===== config.mk =====
export PLATFORM = sky130hd
export DESIGN_NAME = stage_sequencer
export DESIGN_NICKNAME = d
export VERILOG_FILES = /design/src/rtl/stage_sequencer_pkg.sv /design/src/rtl/stage_skip_encoder.sv /design/src/rtl/stage_sequencer.sv
export SDC_FILE = /design/constraint.sdc
export NUM_CORES = 1
export LEC_CHECK = 0
export ABC_AREA = 0
export BUFFER_PORTS_ARGS = -buffer_cell sky130_fd_sc_hd__buf_4
export CELL_PAD_IN_SITES_DETAIL_PLACEMENT = 0
export CELL_PAD_IN_SITES_GLOBAL_PLACEMENT = 1
export CORE_MARGIN = 10
export CORE_UTILIZATION = 40
export CTS_BUF_LIST = sky130_fd_sc_hd__clkbuf_8
export DETAILED_ROUTE_END_ITERATION = 7
export PLACE_DENSITY_LB_ADDON = 0.1
export SLEW_MARGIN = 20
export SYNTH_ARGS = -nofsm -noshare
export SYNTH_HDL_FRONTEND = slang
export SYNTH_SLANG_ARGS = --single-unit

===== constraint.sdc =====
create_clock -name clock -period 2.2 [get_ports clock]
set_input_delay 0.22 -clock clock [delete_from_list [all_inputs] [get_ports clock]]
set_output_delay 0.22 -clock clock [all_outputs]
set_load 0.05 [all_outputs]

===== src/rtl/stage_sequencer_pkg.sv =====
// stage_sequencer_pkg
// Shared definitions for the hart's stage sequencer.
//   seq_state_t        : top-level sequencer state (run / halted / fault)
//   DEFAULT_NUM_STAGES : default stage-loop length; the hart's stage enum
//                        is expected to align with this value.
package stage_sequencer_pkg;

    localparam int DEFAULT_NUM_STAGES = 5;

    typedef enum logic [1:0] {
        SEQ_RUN    = 2'd0,
        SEQ_HALTED = 2'd1,
        SEQ_FAULT  = 2'd2
    } seq_state_t;

endpackage


===== src/rtl/stage_skip_encoder.sv =====
// stage_skip_encoder
// Combinational, wrap-free priority search for the next stage to run.
// Ports:
//   stage_skip_i : per-stage "not needed" flags
//   cur_idx_i    : index of the stage that is completing
//   next_idx_o   : lowest index above cur_idx_i whose skip flag is low
//   none_left_o  : high when every stage above cur_idx_i is skipped
//                  (the completing stage is then the last of the instruction)
module stage_skip_encoder #(
    parameter int NUM_STAGES = 5,
    parameter int IDX_W      = $clog2(NUM_STAGES)
) (
    input  logic [NUM_STAGES-1:0] stage_skip_i,
    input  logic [IDX_W-1:0]      cur_idx_i,
    output logic [IDX_W-1:0]      next_idx_o,
    output logic                  none_left_o
);

    // NOTE: every output gets a default before the loop so no path leaves
    // it unassigned, which would otherwise infer a latch.
    always_comb begin
        next_idx_o  = '0;
        none_left_o = 1'b1;
        // Scan from the top down so the lowest qualifying index is the last
        // one written. Indices at or below the current one never qualify,
        // so the search cannot wrap back to stage 0.
        for (int j = NUM_STAGES - 1; j >= 0; j--) begin
            if (j > int'(cur_idx_i) && !stage_skip_i[j]) begin
                next_idx_o  = IDX_W'(j);
                none_left_o = 1'b0;
            end
        end
    end

endmodule


===== src/rtl/stage_sequencer.sv =====
// stage_sequencer
// Steps the hart's N-stage instruction loop on per-stage completion
// handshakes, with debug halt / single-step, a per-stage watchdog and
// cycle / retire counters.
// Optional feature: define STAGE_SKIP_EN to let stage_skip bypass stages
// (zero-cycle skip via stage_skip_encoder); undefined, stage_skip is ignored
// and every stage advances to the next one.
// Ports:
//   clock, reset     : clock, synchronous active-high reset
//   stage_complete   : per-stage done flags (only the active stage's bit used)
//   stage_skip       : per-stage skip flags (bit 0 ignored)
//   halt_req         : halt at the next instruction boundary (level)
//   step_req         : while halted, run exactly one instruction
//   stage_active     : one-hot active stage, zero when halted or faulted
//   stage_index      : index of the active stage
//   retire           : combinational pulse when the last stage completes
//   halted           : sequencer is halted
//   timeout_fault    : sticky watchdog fault
//   cycle_count      : cycles spent running since reset
//   retired_count    : retire pulses since reset
module stage_sequencer
    import stage_sequencer_pkg::*;
#(
    parameter int NUM_STAGES     = DEFAULT_NUM_STAGES,
    parameter int TIMEOUT_CYCLES = 0,
    parameter int COUNTER_WIDTH  = 32
) (
    input  logic                          clock,
    input  logic                          reset,
    input  logic [NUM_STAGES-1:0]         stage_complete,
    input  logic [NUM_STAGES-1:0]         stage_skip,
    input  logic                          halt_req,
    input  logic                          step_req,
    output logic [NUM_STAGES-1:0]         stage_active,
    output logic [$clog2(NUM_STAGES)-1:0] stage_index,
    output logic                          retire,
    output logic                          halted,
    output logic                          timeout_fault,
    output logic [COUNTER_WIDTH-1:0]      cycle_count,
    output logic [COUNTER_WIDTH-1:0]      retired_count
);

    localparam int IDX_W    = $clog2(NUM_STAGES);
    localparam int DWELL_W  = (TIMEOUT_CYCLES > 1) ? $clog2(TIMEOUT_CYCLES) : 1;
    localparam int TMO_LAST = (TIMEOUT_CYCLES > 0) ? TIMEOUT_CYCLES - 1 : 0;

    seq_state_t               state_q, state_d;
    logic [IDX_W-1:0]         idx_q, idx_d;
    logic                     step_q, step_d;
    logic [DWELL_W-1:0]       dwell_q, dwell_d;
    logic [COUNTER_WIDTH-1:0] cycle_q, cycle_d;
    logic [COUNTER_WIDTH-1:0] retired_q, retired_d;

    logic [IDX_W-1:0]         adv_idx;
    logic                     is_last;
    logic                     done;

`ifdef STAGE_SKIP_EN
    logic none_left;

    stage_skip_encoder #(
        .NUM_STAGES (NUM_STAGES),
        .IDX_W      (IDX_W)
    ) u_skip_enc (
        .stage_skip_i (stage_skip),
        .cur_idx_i    (idx_q),
        .next_idx_o   (adv_idx),
        .none_left_o  (none_left)
    );

    // The final stage always has nothing above it, so "none left" covers
    // both the natural end of the loop and a skipped tail.
    assign is_last = none_left;
`else
    logic unused_skip;

    assign unused_skip = ^stage_skip;
    assign adv_idx     = idx_q + IDX_W'(1);
    assign is_last     = (idx_q == IDX_W'(NUM_STAGES - 1));
`endif

    assign done = (state_q == SEQ_RUN) && stage_complete[idx_q];

    always_comb begin
        state_d   = state_q;
        idx_d     = idx_q;
        step_d    = step_q;
        dwell_d   = dwell_q;
        cycle_d   = cycle_q;
        retired_d = retired_q;
        // A reset in the completing cycle aborts the instruction, so the PC
        // logic must not see a retire.
        retire    = done && is_last && !reset;

        unique case (state_q)
            SEQ_RUN: begin
                cycle_d = cycle_q + COUNTER_WIDTH'(1);
                if (done) begin
                    dwell_d = '0;
                    if (is_last) begin
                        retired_d = retired_q + COUNTER_WIDTH'(1);
                        idx_d     = '0;
                        // halt_req only matters at the instruction boundary;
                        // a step always lands back in halted.
                        if (halt_req || step_q) begin
                            state_d = SEQ_HALTED;
                            step_d  = 1'b0;
                        end
                    end else begin
                        idx_d = adv_idx;
                    end
                end else if ((TIMEOUT_CYCLES > 0) && (dwell_q == DWELL_W'(TMO_LAST))) begin
                    // Completion in the final allowed cycle is handled above,
                    // so a coincident timeout never fires.
                    state_d = SEQ_FAULT;
                end else begin
                    dwell_d = dwell_q + DWELL_W'(1);
                end
            end

            SEQ_HALTED: begin
                idx_d   = '0;
                dwell_d = '0;
                if (step_req) begin
                    state_d = SEQ_RUN;
                    step_d  = 1'b1;
                end else if (!halt_req) begin
                    state_d = SEQ_RUN;
                end
            end

            SEQ_FAULT: begin
                // Everything holds until reset.
            end

            default: begin
                state_d = SEQ_RUN;
                idx_d   = '0;
            end
        endcase
    end

    // NOTE: state registers use non-blocking assignments so every register
    // samples the pre-edge values computed above.
    always_ff @(posedge clock) begin
        // NOTE: reset is sampled on the clock edge; there is no async path.
        if (reset) begin
            state_q   <= SEQ_RUN;
            idx_q     <= '0;
            step_q    <= 1'b0;
            dwell_q   <= '0;
            cycle_q   <= '0;
            retired_q <= '0;
        end else begin
            state_q   <= state_d;
            idx_q     <= idx_d;
            step_q    <= step_d;
            dwell_q   <= dwell_d;
            cycle_q   <= cycle_d;
            retired_q <= retired_d;
        end
    end

    always_comb begin
        for (int i = 0; i < NUM_STAGES; i++) begin
            stage_active[i] = (state_q == SEQ_RUN) && (idx_q == IDX_W'(i));
        end
    end

    assign stage_index   = idx_q;
    assign halted        = (state_q == SEQ_HALTED);
    assign timeout_fault = (state_q == SEQ_FAULT);
    assign cycle_count   = cycle_q;
    assign retired_count = retired_q;

endmodule


==> results.json <==
{
  "outcome": "finished, final reports clean",
  "end_kind": "output port",
  "async_flop_share_pct": 0,
  "drv_cap": 0,
  "hold_class": "primary input to flop",
  "cp.arrival_ps": 1830,
  "post-cts-setup-buffers": 0,
  "synth_top_area_share_pct": 39.9,
  "finalHoldViolCount": 0,
  "drive_above_1_share_pct": 26.4,
  "postSynthCellCount": 406,
  "ir_drop_mv": 0.955,
  "synthSimpleGateAreaFrac_pct": 30.6,
  "numCtsBuffers": 9,
  "busiest_layer": "met2",
  "met2_usage_pct": 21.9,
  "firstDrtPassIters": 4,
  "dp.cells": 586,
  "synth_edf_count": 0,
  "path_clk_slew_ps": 70,
  "wl_per_cell_um": 15.2,
  "grt_pass1_wl_mm": 15.4,
  "required_ps": 1980,
  "vias_per_cell": 5.58,
  "finalWorstSetupSlack_ps": 148,
  "routed-via-count": 3356,
  "die-width_um": 113,
  "synth_most_common_cell": "dfxtp_1",
  "pre_cts_slack_ps": 231,
  "setup_viol": 0,
  "combPwrFrac_pct": 21.8,
  "finalWirelength_mm": 9.13,
  "grt_usage_pct": 14.1,
  "cts_tree": "built",
  "seq_power_share_pct": 45.1,
  "fmax_mhz": 487,
  "place_congestion": 0.772,
  "post-route-util_pct": 53.5,
  "netlist_area_um2": 3460,
  "grt_pass1_vias": 3142,
  "synth_area_leaders": "dfxtp_1 40%, o31ai_1 6.7%, or4_1 6.7%",
  "finClkSkew_ps": 5.53,
  "slew_headroom_pct": 62.1,
  "path_class": "flop to output port",
  "n_antenna_cell": 0,
  "yosysTopAreaCell": "dfxtp_1",
  "min_period_over_period_pct": 93.3,
  "tns_ps": 0,
  "period_needed_ps": 2050,
  "final_antenna_net_count": 0,
  "muxShareOfSynthArea_pct": 3.43,
  "powerDensity_nw_per_um2": 645,
  "rsz0062_at_grt": "false",
  "slew_viol_final": 0,
  "yosysWarnings": 0,
  "ys_top_cells_by_count": "69 x dfxtp_1, 45 x a21oi_1, 31 x o31ai_1, 31 x or4_1, 27 x nor2_1",
  "drc_errors": 0,
  "grt_use_met3_pct": 6.44,
  "die_area_um2": 12800,
  "grt_start_max_net_pins": 37,
  "crit_path_max_fanout": 9,
  "root_buffer": "clkbuf_8",
  "core-area_um2": 8300,
  "initial_utilization_pct": 41.7,
  "final_nets": 513,
  "cts_max_level": 3,
  "synth-compound-area-share_pct": 15.1,
  "met1_usage_pct": 17.3,
  "instances_no_fill": 601,
  "row_count": 33,
  "die_y_um": 113,
  "area.growth.synth_to_final_pct": 28.2,
  "overflow": 0,
  "hold_buffers": 0,
  "ios": 89,
  "antenna_found_initial": 0,
  "synthXorXnorAreaFrac_pct": 4.30,
  "hpwl_mm": 6.56,
  "clkLatencyLatePin_ps": 340,
  "power_frac_clock_pct": 33.1,
  "start_kind": "flop",
  "synth_seq_cells": 69,
  "syn_avg_cell_area_um2": 8.53,
  "p_sw_mw": 0.883,
  "drtIter0Drc": 134,
  "swShare_pct": 30.9,
  "synth_adder_area_share_pct": 2.53,
  "tightest_slew_ps": 568,
  "cellLeakagePower_nw": 1.69,
  "cts_sinks": 69,
  "synth_fp_nets": 427,
  "p_int_mw": 1.98,
  "yosys_most_used_dff": "dfxtp_1",
  "cts_buffer_depth": 2,
  "holdWs_ps": 154,
  "seq_area_frac_synth_pct": 39.9,
  "synth_cell_types": 34,
  "portBuffers": 82,
  "synth_top_family_by_area": "simple AND/OR/NAND/NOR gates"
}
-- power groups by stage --
stage	Sequential [mW]	Combinational [mW]	Clock (mW)
3_5_place_dp	1.32	0.616	0
2_1_floorplan	1.42	0.319	0
3_3_place_gp	1.32	0.616	0
5_1_grt	1.29	0.674	1.05
4_1_cts	1.29	0.623	0.986
6_report	1.29	0.622	0.949
-- metal layers --
metal / vias up / routed length [µm]
li1: 1703 / -
met4: 0 / 104
met3: 8 / 700
met2: 73 / 4030
met5: - / 0
met1: 1572 / 4290
-- flip-flops by register name, indices dropped and copies added, names as in the netlist --
signal,flops
retired_count,32
cycle_count,32
state_q,1
step_q,1
stage_index,3
-- critical path, stage by stage, from the launching register on --
cell	delay, ps
dfxtp_2	320
inv_1	70
ha_1	210
and3b_2	240
buf_4	160
nand2_4	90
buf_4	150
nor2_2	80
buf_6	160
-- cell families after synthesis --
kind of cell	count (synthesis)
other cells	1
xor+xnor	17
mux	11
compound gates	88
fa+ha+maj	7
simple gates	180
buf+inv	33
flops	69
-- area by class of cell --
class	count	area [µm²]
clock buffers	12	165
clock inverters	3	12.5
fillers	781	3860
inverters	7	26.3
multi-input cells	304	1950
flip-flops and latches	69	1390
well taps	105	131
repair buffers	101	762
-- placed cells by master, fill, tap and decap left out, drive strengths merged, types with 4 or more instances in the layout --
cell and count:
a21oi 45, and2 8, and3 6, and4 11
buf 101, clkbuf 12, dfxtp 69, ha 7
inv 9, mux2 7, mux2i 4, nand2 26
nand3 20, nand4 20, nor2 27, nor2b 9
nor3 7, o21ai 10, o31ai 31, or3 9
or4 31, xnor2 4, xor2 13
-- path summary, 6_finish.rpt --
path / start / to / slack (ps) / cells after the start
setup / recovery: stage_index[0] / retire / 150 / 8
hold / removal: halt_req / state_q[0] / 150 / 3
setup reg to reg: stage_index[0] / retired_count[14] / 260 / 7
hold reg to reg: step_q / state_q[0] / 470 / 2
-- through the flow --
stage          area [µm²]  power [mW]
4_1_cts              4430        2.90
2_1_floorplan        3470        1.74
5_1_grt              4440        3.01
3_5_place_dp         4250        1.94
3_3_place_gp         4250        1.93
6_report             4440        2.86
-- timing repair --
| item | CTS | global route |
|---|---|---|
| gates cloned | 0 | 0 |
| resized for setup | 1 | 3 |
| endpoints found under the setup margin | 1 | 1 |
No activity file was read; power rests on OpenSTA's default activity.
